<file path="config.mk">
export PLATFORM = sky130hd
export DESIGN_NAME = audio_dac_writer
export DESIGN_NICKNAME = d
export VERILOG_FILES = /design/src/rtl/audio_pkg.sv /design/src/rtl/audio_sample_fifo.sv /design/src/rtl/audio_dac_writer.sv
export SDC_FILE = /design/constraint.sdc
export NUM_CORES = 1
export LEC_CHECK = 0
export CAP_MARGIN = 20
export CORE_MARGIN = 3
export CORE_UTILIZATION = 50
export CTS_CLUSTER_DIAMETER = 100
export DETAILED_ROUTE_END_ITERATION = 12
export HOLD_SLACK_MARGIN = 0.1
export MAX_ROUTING_LAYER = met4
export PLACE_DENSITY = 0.77
export SYNTH_ARGS = -nofsm -noshare
export SYNTH_HDL_FRONTEND = slang
export SYNTH_SLANG_ARGS = --single-unit
</file>
<file path="constraint.sdc">
create_clock -name CLOCK_50 -period 10.59 [get_ports CLOCK_50]
set_input_delay 2.118 -clock CLOCK_50 [delete_from_list [all_inputs] [get_ports CLOCK_50]]
set_output_delay 2.118 -clock CLOCK_50 [all_outputs]
set_load 0.1 [all_outputs]
</file>
<file path="src/rtl/audio_pkg.sv">
// Shared sample types, fill policy and writer state encoding for the codec playback path.
package audio_pkg;

  localparam int SAMPLE_W = 24;

  typedef logic signed [SAMPLE_W-1:0] sample_t;

  typedef struct packed {
    sample_t l;
    sample_t r;
  } stereo_t;

  typedef enum logic [1:0] {
    FILL_NONE = 2'd0,
    FILL_HOLD = 2'd1,
    FILL_ZERO = 2'd2
  } fill_mode_e;

  // Bit 0 of the encoding is the codec write strobe, so write comes straight off a flop.
  typedef enum logic [1:0] {
    WR_IDLE  = 2'b00,
    WR_DRAIN = 2'b01,
    WR_FILL  = 2'b11
  } wr_state_e;

  function automatic logic [15:0] sat_inc16(input logic [15:0] v);
    return (v == 16'hFFFF) ? v : v + 16'd1;
  endfunction

endpackage

</file>
<file path="src/rtl/audio_sample_fifo.sv">
// Stereo sample FIFO; power-of-two depth so pointers wrap naturally.
module audio_sample_fifo
  import audio_pkg::*;
#(
  parameter int DEPTH = 8
) (
  input  logic                   CLOCK_50,
  input  logic                   reset_n,
  input  logic                   push,
  input  stereo_t                push_data,
  input  logic                   pop,
  output stereo_t                head,
  output logic                   full,
  output logic                   empty,
  output logic [$clog2(DEPTH):0] count
);

  localparam int PTR_W = $clog2(DEPTH);
  localparam int CNT_W = PTR_W + 1;

  stereo_t          mem [DEPTH];
  logic [PTR_W-1:0] wr_ptr;
  logic [PTR_W-1:0] rd_ptr;
  logic             push_ok;
  logic             pop_ok;

  // A full FIFO refuses a push even when a pop happens on the same edge.
  assign full    = (count == CNT_W'(DEPTH));
  assign empty   = (count == '0);
  assign push_ok = push && !full;
  assign pop_ok  = pop && !empty;
  assign head    = mem[rd_ptr];

  always_ff @(posedge CLOCK_50) begin
    if (push_ok) begin
      mem[wr_ptr] <= push_data;
    end
  end

  always_ff @(posedge CLOCK_50 or negedge reset_n) begin
    if (!reset_n) begin
      wr_ptr <= '0;
      rd_ptr <= '0;
      count  <= '0;
    end else begin
      if (push_ok) begin
        wr_ptr <= wr_ptr + PTR_W'(1);
      end
      if (pop_ok) begin
        rd_ptr <= rd_ptr + PTR_W'(1);
      end
      case ({push_ok, pop_ok})
        2'b10:   count <= count + CNT_W'(1);
        2'b01:   count <= count - CNT_W'(1);
        default: count <= count;
      endcase
    end
  end

endmodule

</file>
<file path="src/rtl/audio_dac_writer.sv">
// Buffers processed stereo samples and feeds the codec write interface, filling on underflow.
//
// state    | meaning
// WR_IDLE  | no codec write this cycle (codec not ready, or empty FIFO with FILL_NONE)
// WR_DRAIN | writing the sample popped from the FIFO head
// WR_FILL  | writing the fill sample (last sample or zero) because the FIFO was empty
module audio_dac_writer
  import audio_pkg::*;
#(
  parameter int DEPTH     = 8,
  parameter int FILL_MODE = 1,
  parameter int MONO      = 0
) (
  input  logic        CLOCK_50,
  input  logic        reset_n,
  input  logic        in_valid,
  output logic        in_ready,
  input  logic [23:0] in_left,
  input  logic [23:0] in_right,
  input  logic        write_ready,
  output logic        write,
  output logic [23:0] writedata_left,
  output logic [23:0] writedata_right,
  output logic [15:0] underflow_cnt,
  output logic        overflow
);

  localparam fill_mode_e FMODE = fill_mode_e'(FILL_MODE[1:0]);

  wr_state_e             state_q, state_d;
  stereo_t               data_q, data_d;
  stereo_t               last_q, last_d;
  logic [15:0]           ucnt_q, ucnt_d;
  logic                  ovf_q, ovf_d;

  stereo_t               push_data;
  stereo_t               fifo_head;
  logic                  fifo_full;
  logic                  fifo_empty;
  logic [$clog2(DEPTH):0] fifo_count;
  logic                  push;
  logic                  pop;

  assign in_ready    = !fifo_full;
  assign push        = in_valid && in_ready;
  assign push_data.l = (MONO != 0) ? in_right : in_left;
  assign push_data.r = in_right;

  audio_sample_fifo #(
    .DEPTH(DEPTH)
  ) u_fifo (
    .CLOCK_50 (CLOCK_50),
    .reset_n  (reset_n),
    .push     (push),
    .push_data(push_data),
    .pop      (pop),
    .head     (fifo_head),
    .full     (fifo_full),
    .empty    (fifo_empty),
    .count    (fifo_count)
  );

  always_comb begin
    state_d = WR_IDLE;
    data_d  = data_q;
    last_d  = last_q;
    ucnt_d  = ucnt_q;
    pop     = 1'b0;
    ovf_d   = ovf_q | (in_valid && fifo_full);
    if (write_ready) begin
      if (fifo_count != '0) begin
        state_d = WR_DRAIN;
        data_d  = fifo_head;
        last_d  = fifo_head;
        pop     = 1'b1;
      end else if (fifo_empty) begin
        // Same-edge pushes are not visible here; they drain on the following edge.
        ucnt_d = sat_inc16(ucnt_q);
        case (FMODE)
          FILL_HOLD: begin
            state_d = WR_FILL;
            data_d  = last_q;
          end
          FILL_ZERO: begin
            state_d = WR_FILL;
            data_d  = '0;
          end
          default: state_d = WR_IDLE;
        endcase
      end
    end
  end

  always_ff @(posedge CLOCK_50 or negedge reset_n) begin
    if (!reset_n) begin
      state_q <= WR_IDLE;
      data_q  <= '0;
      last_q  <= '0;
      ucnt_q  <= '0;
      ovf_q   <= 1'b0;
    end else begin
      state_q <= state_d;
      data_q  <= data_d;
      last_q  <= last_d;
      ucnt_q  <= ucnt_d;
      ovf_q   <= ovf_d;
    end
  end

  assign write           = state_q[0];
  assign writedata_left  = data_q.l;
  assign writedata_right = data_q.r;
  assign underflow_cnt   = ucnt_q;
  assign overflow        = ovf_q;

endmodule

</file>
==> results of run 1 <==
critical path: stages (launching register included):
cell	delay, ns
dfrtp_1	0.46
nor4b_1	0.66
inv_1	0.09
clkdlybuf4s50_1	0.99
cells by family (layout without fill, tap and decap cells):
group           count (synthesis)  after routing  share of synthesized area [%]
xor+xnor                       21             21                          0.949
other cells                     0              3                              0
mux                           149            149                           13.9
fa+ha+maj                       6              6                          0.387
flops                         508            508                           75.5
compound gates                105            105                           4.64
buf+inv                        54            227                           1.56
simple gates                  111            111                           3.02
cells in the mapped netlist (9+ instances only):
master	n
edfxtp_1	384
dfrtp_1	124
mux4_2	96
nor2_1	54
a21o_1	49
mux2i_1	49
a221o_1	48
buf_2	20
clkbuf_1	17
xor2_1	14
nand2_1	9
nand4_1	9
routing by layer:
metal  GRT usage (%)  part of all wire, %  vias up
met5               -                    0        -
met4            5.35                  2.3        0
met3            3.27                  5.7       68
met2            32.0                   51      312
met1            25.2                   41     4993
li1                -                    -     4160
layout make-up:
class,count,area [um^2],area share [%]
Clock inverter,19,186,0.824
Timing Repair Buffer,134,1320,5.81
Tap cell,511,639,2.83
Antenna cell,3,7.51,0.0332
Multi-Input combinational cell,392,4490,19.9
Sequential cell,508,14600,64.7
Clock buffer,69,1320,5.83
Inverter,5,18.8,0.0830
cell usage in the layout, fill, tap and decap left out, drive strengths merged:
master	instances
clkinvlp	2
and3	1
or4	1
xor2	14
and3b	1
mux2	4
and4bb	1
a41oi	1
edfxtp	384
o21ai	1
a31oi	2
dfrtp	124
and4	1
xnor2	7
nor3	9
a21oi	3
a21o	49
ha	6
clkdlybuf4s50	117
nand4	9
clkinv	12
nor2b	4
mux4	96
clkbuf	69
nand2b	2
inv	7
mux2i	49
nor3b	1
buf	17
o32ai	1
nor2	55
nor4b	1
or3	1
nor4	6
nand3	6
bufinv	3
a221o	48
nand2	10
and2	2
diode	3
power by group through the flow:
| stage | clock (mW) | combinational, mW | sequential, mW |
|---|---|---|---|
| 2_1_floorplan | 0 | 1.16 | 3.49 |
| 3_3_place_gp | 0 | 2.26 | 2.92 |
| 3_5_place_dp | 0 | 2.29 | 2.94 |
| 4_1_cts | 1.68 | 2.30 | 2.91 |
| 5_1_grt | 1.76 | 2.40 | 2.95 |
| 6_report | 1.65 | 2.27 | 2.90 |
flip-flops by register name, indices dropped and copies added, names as in the netlist:
| signal | flops |
|---|---|
| writedata_right | 24 |
| u_fifo.wr_ptr | 3 |
| u_fifo.mem | 384 |
| u_fifo.count | 4 |
| underflow_cnt | 16 |
| u_fifo.rd_ptr | 3 |
| state_q | 1 |
| last_q | 48 |
| overflow | 1 |
| writedata_left | 24 |
final timing paths:
path                                  startpoint                  to  slack, ns  cells after the start
worst max-delay path             u_fifo.count[1]            in_ready       5.71                      3
worst min-delay path                    overflow            overflow       0.47                      1
worst max register to register  u_fifo.rd_ptr[1]  writedata_left[23]       6.87                      6
worst min register to register          overflow            overflow       0.47                      1
max in group asynchronous                reset_n    u_fifo.rd_ptr[0]       7.75                      2
min in group asynchronous                reset_n    underflow_cnt[9]       1.53                      1
==> results_dict.tcl, run 1 <==
set metrics [dict create \
    status "completed" \
    wl_per_cell_um 23.2 \
    gr-total-overflow 0 \
    post-route-drc-count 0 \
    die_x_um 203 \
    setup_slack_ns 5.71 \
    dpl.hpwl_um 21100 \
    yosysUniqueCellTypes 42 \
    synth.avg_cell_area_um2 20.3 \
    hold_violations 0 \
    final_cell_area_um2 22600 \
    clock_skew_ns 0.0175 \
    arrival_ns 2.76 \
    cts-htree-levels 2 \
    vias_per_cell 5.81 \
    core_um2 37900 \
    post_cts_resized 0 \
    gp_congestion 0.759 \
    die_y_um 203 \
    drt-total-wl_um 38000 \
    path_clk_slew_ns 0.06 \
    numClockSinks 508 \
    clk_latency_ns 0.56 \
    fin_cells 1641 \
    cts_hold_buf 0 \
    synthFlopType "edfxtp_1" \
    syn_nets 1012 \
    worst-path-max-fanout 8 \
    p_comb_share_pct 33.3 \
    grt_max_degree 67 \
    firstDrtPassIters 6 \
    ys_seq_area_share_pct 75.5 \
    ir_drop_uv 210 \
    synth_area_leaders "edfxtp_1 60%, dfrtp_1 16%, mux4_2 11%, mux2i_1 2.5%, a221o_1 2.5%" \
    cts_buffer_depth 3 \
    area_growth_pct 16.8 \
    drv_cap 0 \
    seq_power_share_pct 42.6 \
    intPower_mw 4.38 \
    synth_warnings 0 \
    vias 9533 \
    fmax_ghz 0.205 \
    drive_above_1_share_pct 17.7 \
    hold_class "flip-flop to flip-flop" \
    crit_required_ns 8.47 \
    layout_min_cycle_time_ns 4.88 \
    port_buffers 118 \
    grt_pass1_wl_um 59700 \
    netlist_instances 954 \
    max_slew_margin_pct 30.4 \
    post-place-cells 1549 \
    cts_setup_buffers 0 \
    synth_edf_count 384 \
    ys_async_sr_fraction_pct 24.4 \
    cts_tree "yes" \
    track_usage_pct 19.3 \
    initial_core_util_pct 51.1 \
    rows 71 \
    antenna_left 0 \
    dp_slack_ns 5.55 \
    antenna_found_initial 3 \
    first_global_vias 10130 \
    fin_nets 1147 \
    drtIter0Drc 787 \
    hold_slack_ns 0.467 \
    drv_slew 0 \
    synth_area_leader_cell "edfxtp_1" \
    finish.utilization_pct 59.6 \
    critical_path_class "flip-flop to primary output" \
    switchingPower_mw 2.43 \
    fp.dieArea_um2 41200 \
    root_buffer "clkbuf_16" \
    finalPower_mw 6.81 \
    period_share_pct 46.1 \
    powerDensity_nw_per_um2 301 \
    finalSetupTns_ns 0 \
    setup_violations 0 \
    cts_buffers 48 \
    fillers 2662 \
    io_pins 119 \
    synth_top_area_share_pct 59.5 \
    power.leakage_nw 8.14 \
    tightest_slew_ns 1.04 \
    cp-start-kind "flip-flop" \
    clockPowerShare_pct 24.2 \
    sw_frac_of_total_pct 35.7 \
    worstSetupEndpointType "primary output" \
    rsz0062_at_grt "false" \
    dpl-instance-area_um2 21100 \
    synth_seq_cells 508 \
    netlist_area_um2 19400 \
]
(Power assumes the default switching activity.)
==> run 2, diff against run 1 <==
- clock period: 10.59 -> 5 ns (I/O delays scaled with it)
==> results_dict.tcl, run 2 (synthesis results as in run 1) <==
set metrics [dict create \
    period_share_pct 74.8 \
    hold_violations 0 \
    largest_reg_flops 384 \
    track_usage_pct 19.6 \
    cts_buffer_depth 3 \
    largestRegisters "u_fifo.mem x384, last_q x48" \
    antenna_found_initial 3 \
    path_clk_slew_ns 0.06 \
    status "completed" \
    finalPower_mw 14.6 \
    cp-start-kind "flip-flop" \
    worstSetupEndpointType "primary output" \
    final_common_cell "edfxtp_1" \
    die_x_um 203 \
    dpl.hpwl_um 21900 \
    gr-total-overflow 0 \
    area_growth_pct 17.3 \
    arrival_ns 2.74 \
    wl_per_cell_um 23.5 \
    drv_cap 0 \
    tightest_slew_ns 1.05 \
    layout_min_cycle_time_ns 3.74 \
    first_global_vias 10114 \
    dpl-instance-area_um2 21200 \
    crit_required_ns 4.00 \
    drtIter0Drc 736 \
    grt_max_degree 80 \
    clk_latency_ns 0.56 \
    setup_violations 0 \
    vias 9566 \
    cp-startpoint "u_fifo.count[2]" \
    port_buffers 118 \
    root_buffer "clkbuf_16" \
    numClockSinks 508 \
    final_cell_area_um2 22700 \
    fp.dieArea_um2 41200 \
    firstDrtPassIters 5 \
    critical_path_class "flip-flop to primary output" \
    rsz0062_at_grt "false" \
    largest_register "u_fifo.mem" \
    gp_congestion 0.788 \
    final_cell_mix "384 x edfxtp_1, 121 x dfrtp_1, 117 x clkdlybuf4s50_1" \
    reg2reg_depth 10 \
    io_pins 119 \
    powerDensity_nw_per_um2 640 \
    cts_setup_buffers 0 \
    finish.utilization_pct 59.9 \
    die_y_um 203 \
    r2r_start "u_fifo.count[2]" \
    reg2reg_slack_ns 1.98 \
    cts_tree "yes" \
    post_cts_resized 0 \
    max_slew_margin_pct 29.8 \
    setup_slack_ns 1.26 \
    ir_drop_uv 396 \
    cts_hold_buf 0 \
    worst-path-max-fanout 7 \
    drv_slew 0 \
    rr_endpoint "u_fifo.count[2]" \
    dp_slack_ns 1.30 \
    fillers 2633 \
    power.leakage_nw 8.19 \
    fin_nets 1152 \
    fmax_ghz 0.268 \
    core_um2 37900 \
    post-route-drc-count 0 \
    grt_pass1_wl_um 60100 \
    drive_above_1_share_pct 18.6 \
    crit_end "in_ready" \
    antenna_left 0 \
    initial_core_util_pct 51.1 \
    vias_per_cell 5.80 \
    clock_skew_ns 0.0276 \
    rows 71 \
    drt-total-wl_um 38600 \
    cts_buffers 49 \
    hold_class "input pin to asynchronous set/reset pin" \
    finalSetupTns_ns 0 \
    cts-htree-levels 2 \
]
==> run 2: how the worst min path moves through the flow <==
stage	start	to	slack (ns)	cells past startpoint
CTS	last_q[7]	last_q[7]	0.48	1
global placement	last_q[11]	last_q[11]	0.46	1
global route	last_q[15]	last_q[15]	0.49	1
detailed placement	last_q[7]	last_q[7]	0.47	1
floorplan	last_q[0]	last_q[0]	0.45	1
finish	reset_n	underflow_cnt[10]	0.47	1
==> run 2: area by class of cell <==
| cell class | count | area (um^2) | area share [%] |
|---|---|---|---|
| sequential | 508 | 14600 | 64.4 |
| multi-input combinational | 392 | 4510 | 19.8 |
| clock buffer | 75 | 1440 | 6.31 |
| timing repair buffer | 138 | 1350 | 5.92 |
| tap | 511 | 639 | 2.81 |
| clock inverter | 16 | 128 | 0.562 |
| inverter | 5 | 18.8 | 0.0826 |
| antenna | 3 | 7.51 | 0.0330 |
==> run 2: layer usage <==
metal	global-route usage, %	part of all wire (%)
met1	25.7	41
met2	32.0	51
met3	3.13	4.8
met4	6.24	2.8
met5	-	0
==> run 2: power breakdown <==
| group | switching (mW) | internal [mW] |
|---|---|---|
| clock | 1.50 | 2.04 |
| sequential | 0.749 | 5.49 |
| combinational | 2.96 | 1.81 |
| total | 5.21 | 9.34 |
==> run 2: critical path, stage by stage (launching register included) <==
cell and delay, ns:
dfrtp_1 0.46, nor4b_1 0.63, inv_1 0.10, clkdlybuf4s50_1 1.00
==> run 2: per-stage QoR <==
stage | cells | hold WS (ns)
after floorplan | 954 | 0.451
after global placement | 1554 | 0.459
after detailed placement | 1554 | 0.467
after global routing | 1648 | 0.488
final | 1648 | 0.470
after CTS | 1645 | 0.481
==> run 3, diff against run 2 <==
- PLACE_DENSITY: 0.77 -> 0.8
- clock period: 5 -> 3.3 ns (I/O delays scaled with it)
==> results_dict.tcl, run 3 (synthesis results as in run 1) <==
set metrics [dict create \
    drv_slew 0 \
    period_share_pct 78.6 \
    largestRegisters "u_fifo.mem x384, last_q x48" \
    worst-path-max-fanout 7 \
    cts_tree "yes" \
    fillers 2594 \
    vias_per_cell 5.91 \
    drive_above_1_share_pct 25.0 \
    largest_register "u_fifo.mem" \
    final_common_cell "edfxtp_1" \
    initial_core_util_pct 51.1 \
    antenna_found_initial 4 \
    drv_cap 0 \
    root_buffer "clkbuf_16" \
    fmax_ghz 0.385 \
    finalSetupTns_ns 0 \
    drtIter0Drc 685 \
    die_y_um 203 \
    rsz0062_at_grt "false" \
    area_growth_pct 17.8 \
    crit_required_ns 3.74 \
    layout_min_cycle_time_ns 2.59 \
    grt_max_degree 99 \
    ir_drop_uv 581 \
    path_clk_slew_ns 0.06 \
    port_buffers 118 \
    cp-start-kind "flip-flop" \
    grt_pass1_wl_um 62600 \
    first_global_vias 10596 \
    vias 9776 \
    core_um2 37900 \
    critical_path_class "flip-flop to flip-flop" \
    wl_per_cell_um 24.4 \
    fp.dieArea_um2 41200 \
    max_slew_margin_pct 60.7 \
    dpl.hpwl_um 21900 \
    setup_slack_ns 0.705 \
    tightest_slew_ns 0.589 \
    rows 71 \
    cts_buffers 50 \
    firstDrtPassIters 5 \
    final_cell_mix "384 x edfxtp_1, 121 x dfrtp_1, 96 x mux4_2" \
    cp-startpoint "u_fifo.count[2]" \
    gr-total-overflow 0 \
    track_usage_pct 20.4 \
    dpl-instance-area_um2 21200 \
    post-route-drc-count 0 \
    antenna_left 0 \
    clk_latency_ns 0.58 \
    largest_reg_flops 384 \
    worstSetupEndpointType "flip-flop" \
    r2r_start "u_fifo.count[2]" \
    gp_congestion 0.779 \
    numClockSinks 508 \
    hold_path_startpoint "overflow" \
    dp_slack_ns 0.398 \
    die_x_um 203 \
    drt-total-wl_um 40400 \
    power.leakage_nw 8.39 \
    cts_setup_buffers 0 \
    cts_buffer_depth 3 \
    io_pins 119 \
    final_cell_area_um2 22800 \
    multi_input_area_um2 4530 \
    hold_class "flip-flop to flip-flop" \
    hold_violations 0 \
    arrival_ns 3.04 \
    fin_nets 1155 \
    setup_violations 0 \
    finalPower_mw 22.3 \
    powerDensity_nw_per_um2 978 \
    cts-htree-levels 2 \
    clock_skew_ns 0.0222 \
    seq_area_um2 14600 \
    status "completed" \
]
## run 3: changes by cell type in the layout (fill, tap and decap cells not counted), sizes merged
cell / before / now
buf: 21 / 89
diode: 3 / 4
bufinv: 1 / 3
clkinvlp: 3 / 1
clkbuf: 75 / 61
inv: 6 / 7
clkinv: 11 / 27
dlygate4sd3: 0 / 1
clkdlybuf4s50: 117 / 50
## run 3: power breakdown
group | internal (mW) | leakage [nW] | switching [mW] | total, mW
logic | 2.76 | 2.58 | 4.97 | 7.73
clock network | 3.13 | 0.802 | 2.38 | 5.51
registers | 8.32 | 5.01 | 0.780 | 9.10
total | 14.2 | 8.39 | 8.13 | 22.3
## run 3: what timing repair did
action	CTS	global route
hold endpoints to repair	47	0
hold buffers	1	0
resized for setup	0	0
## run 3: per-layer routing
metal  global-route usage, %  wire length [um]  up-vias  share of wire (%)
met5                       -                 0        -                  0
met4                    6.98              1250        0                3.1
met3                    3.58              2100       92                5.2
met2                    34.6             21300      326                 53
met1                    25.3             15700     5176                 39
li1                        -                 -     4182                  -
## run 3: critical path, stage by stage (launching register included)
cell     delay [ns]
dfrtp_1        0.46
or4_4          0.65
nand2_4        0.12
inv_1          0.09
ha_1           0.26
xor2_1         0.18
ha_1           0.19
a21oi_1        0.16
xor2_1         0.16
nor2_1         0.06
xor2_1         0.14
## run 3: path summary, 6_finish.rpt
kind | endpoint | slack, ns | cells past startpoint
worst max-delay path | u_fifo.count[2] | 0.71 | 10
worst min-delay path | overflow | 0.47 | 1
worst max register to register | u_fifo.count[2] | 0.71 | 10
worst min register to register | overflow | 0.47 | 1
max in group asynchronous | last_q[16] | 1.90 | 3
min in group asynchronous | underflow_cnt[8] | 0.64 | 2
## run 3: stage by stage
step / utilization, % / instances / hold WS (ns)
floorplan: - / 954 / 0.364
global placement: 55.9 / 1555 / 0.444
detailed placement: 55.9 / 1555 / 0.463
CTS: 60.2 / 1650 / 0.478
global route: 60.2 / 1654 / 0.485
finish: 60.2 / 1654 / 0.468
## run 3: layout make-up
class,instances,area share [%]
Inverter,5,0.0822
Clock buffer,61,5.84
Antenna cell,4,0.0438
Timing Repair Buffer,140,6.05
Tap cell,511,2.80
Sequential cell,508,64.1
Multi-Input combinational cell,392,19.8
Clock inverter,33,1.22
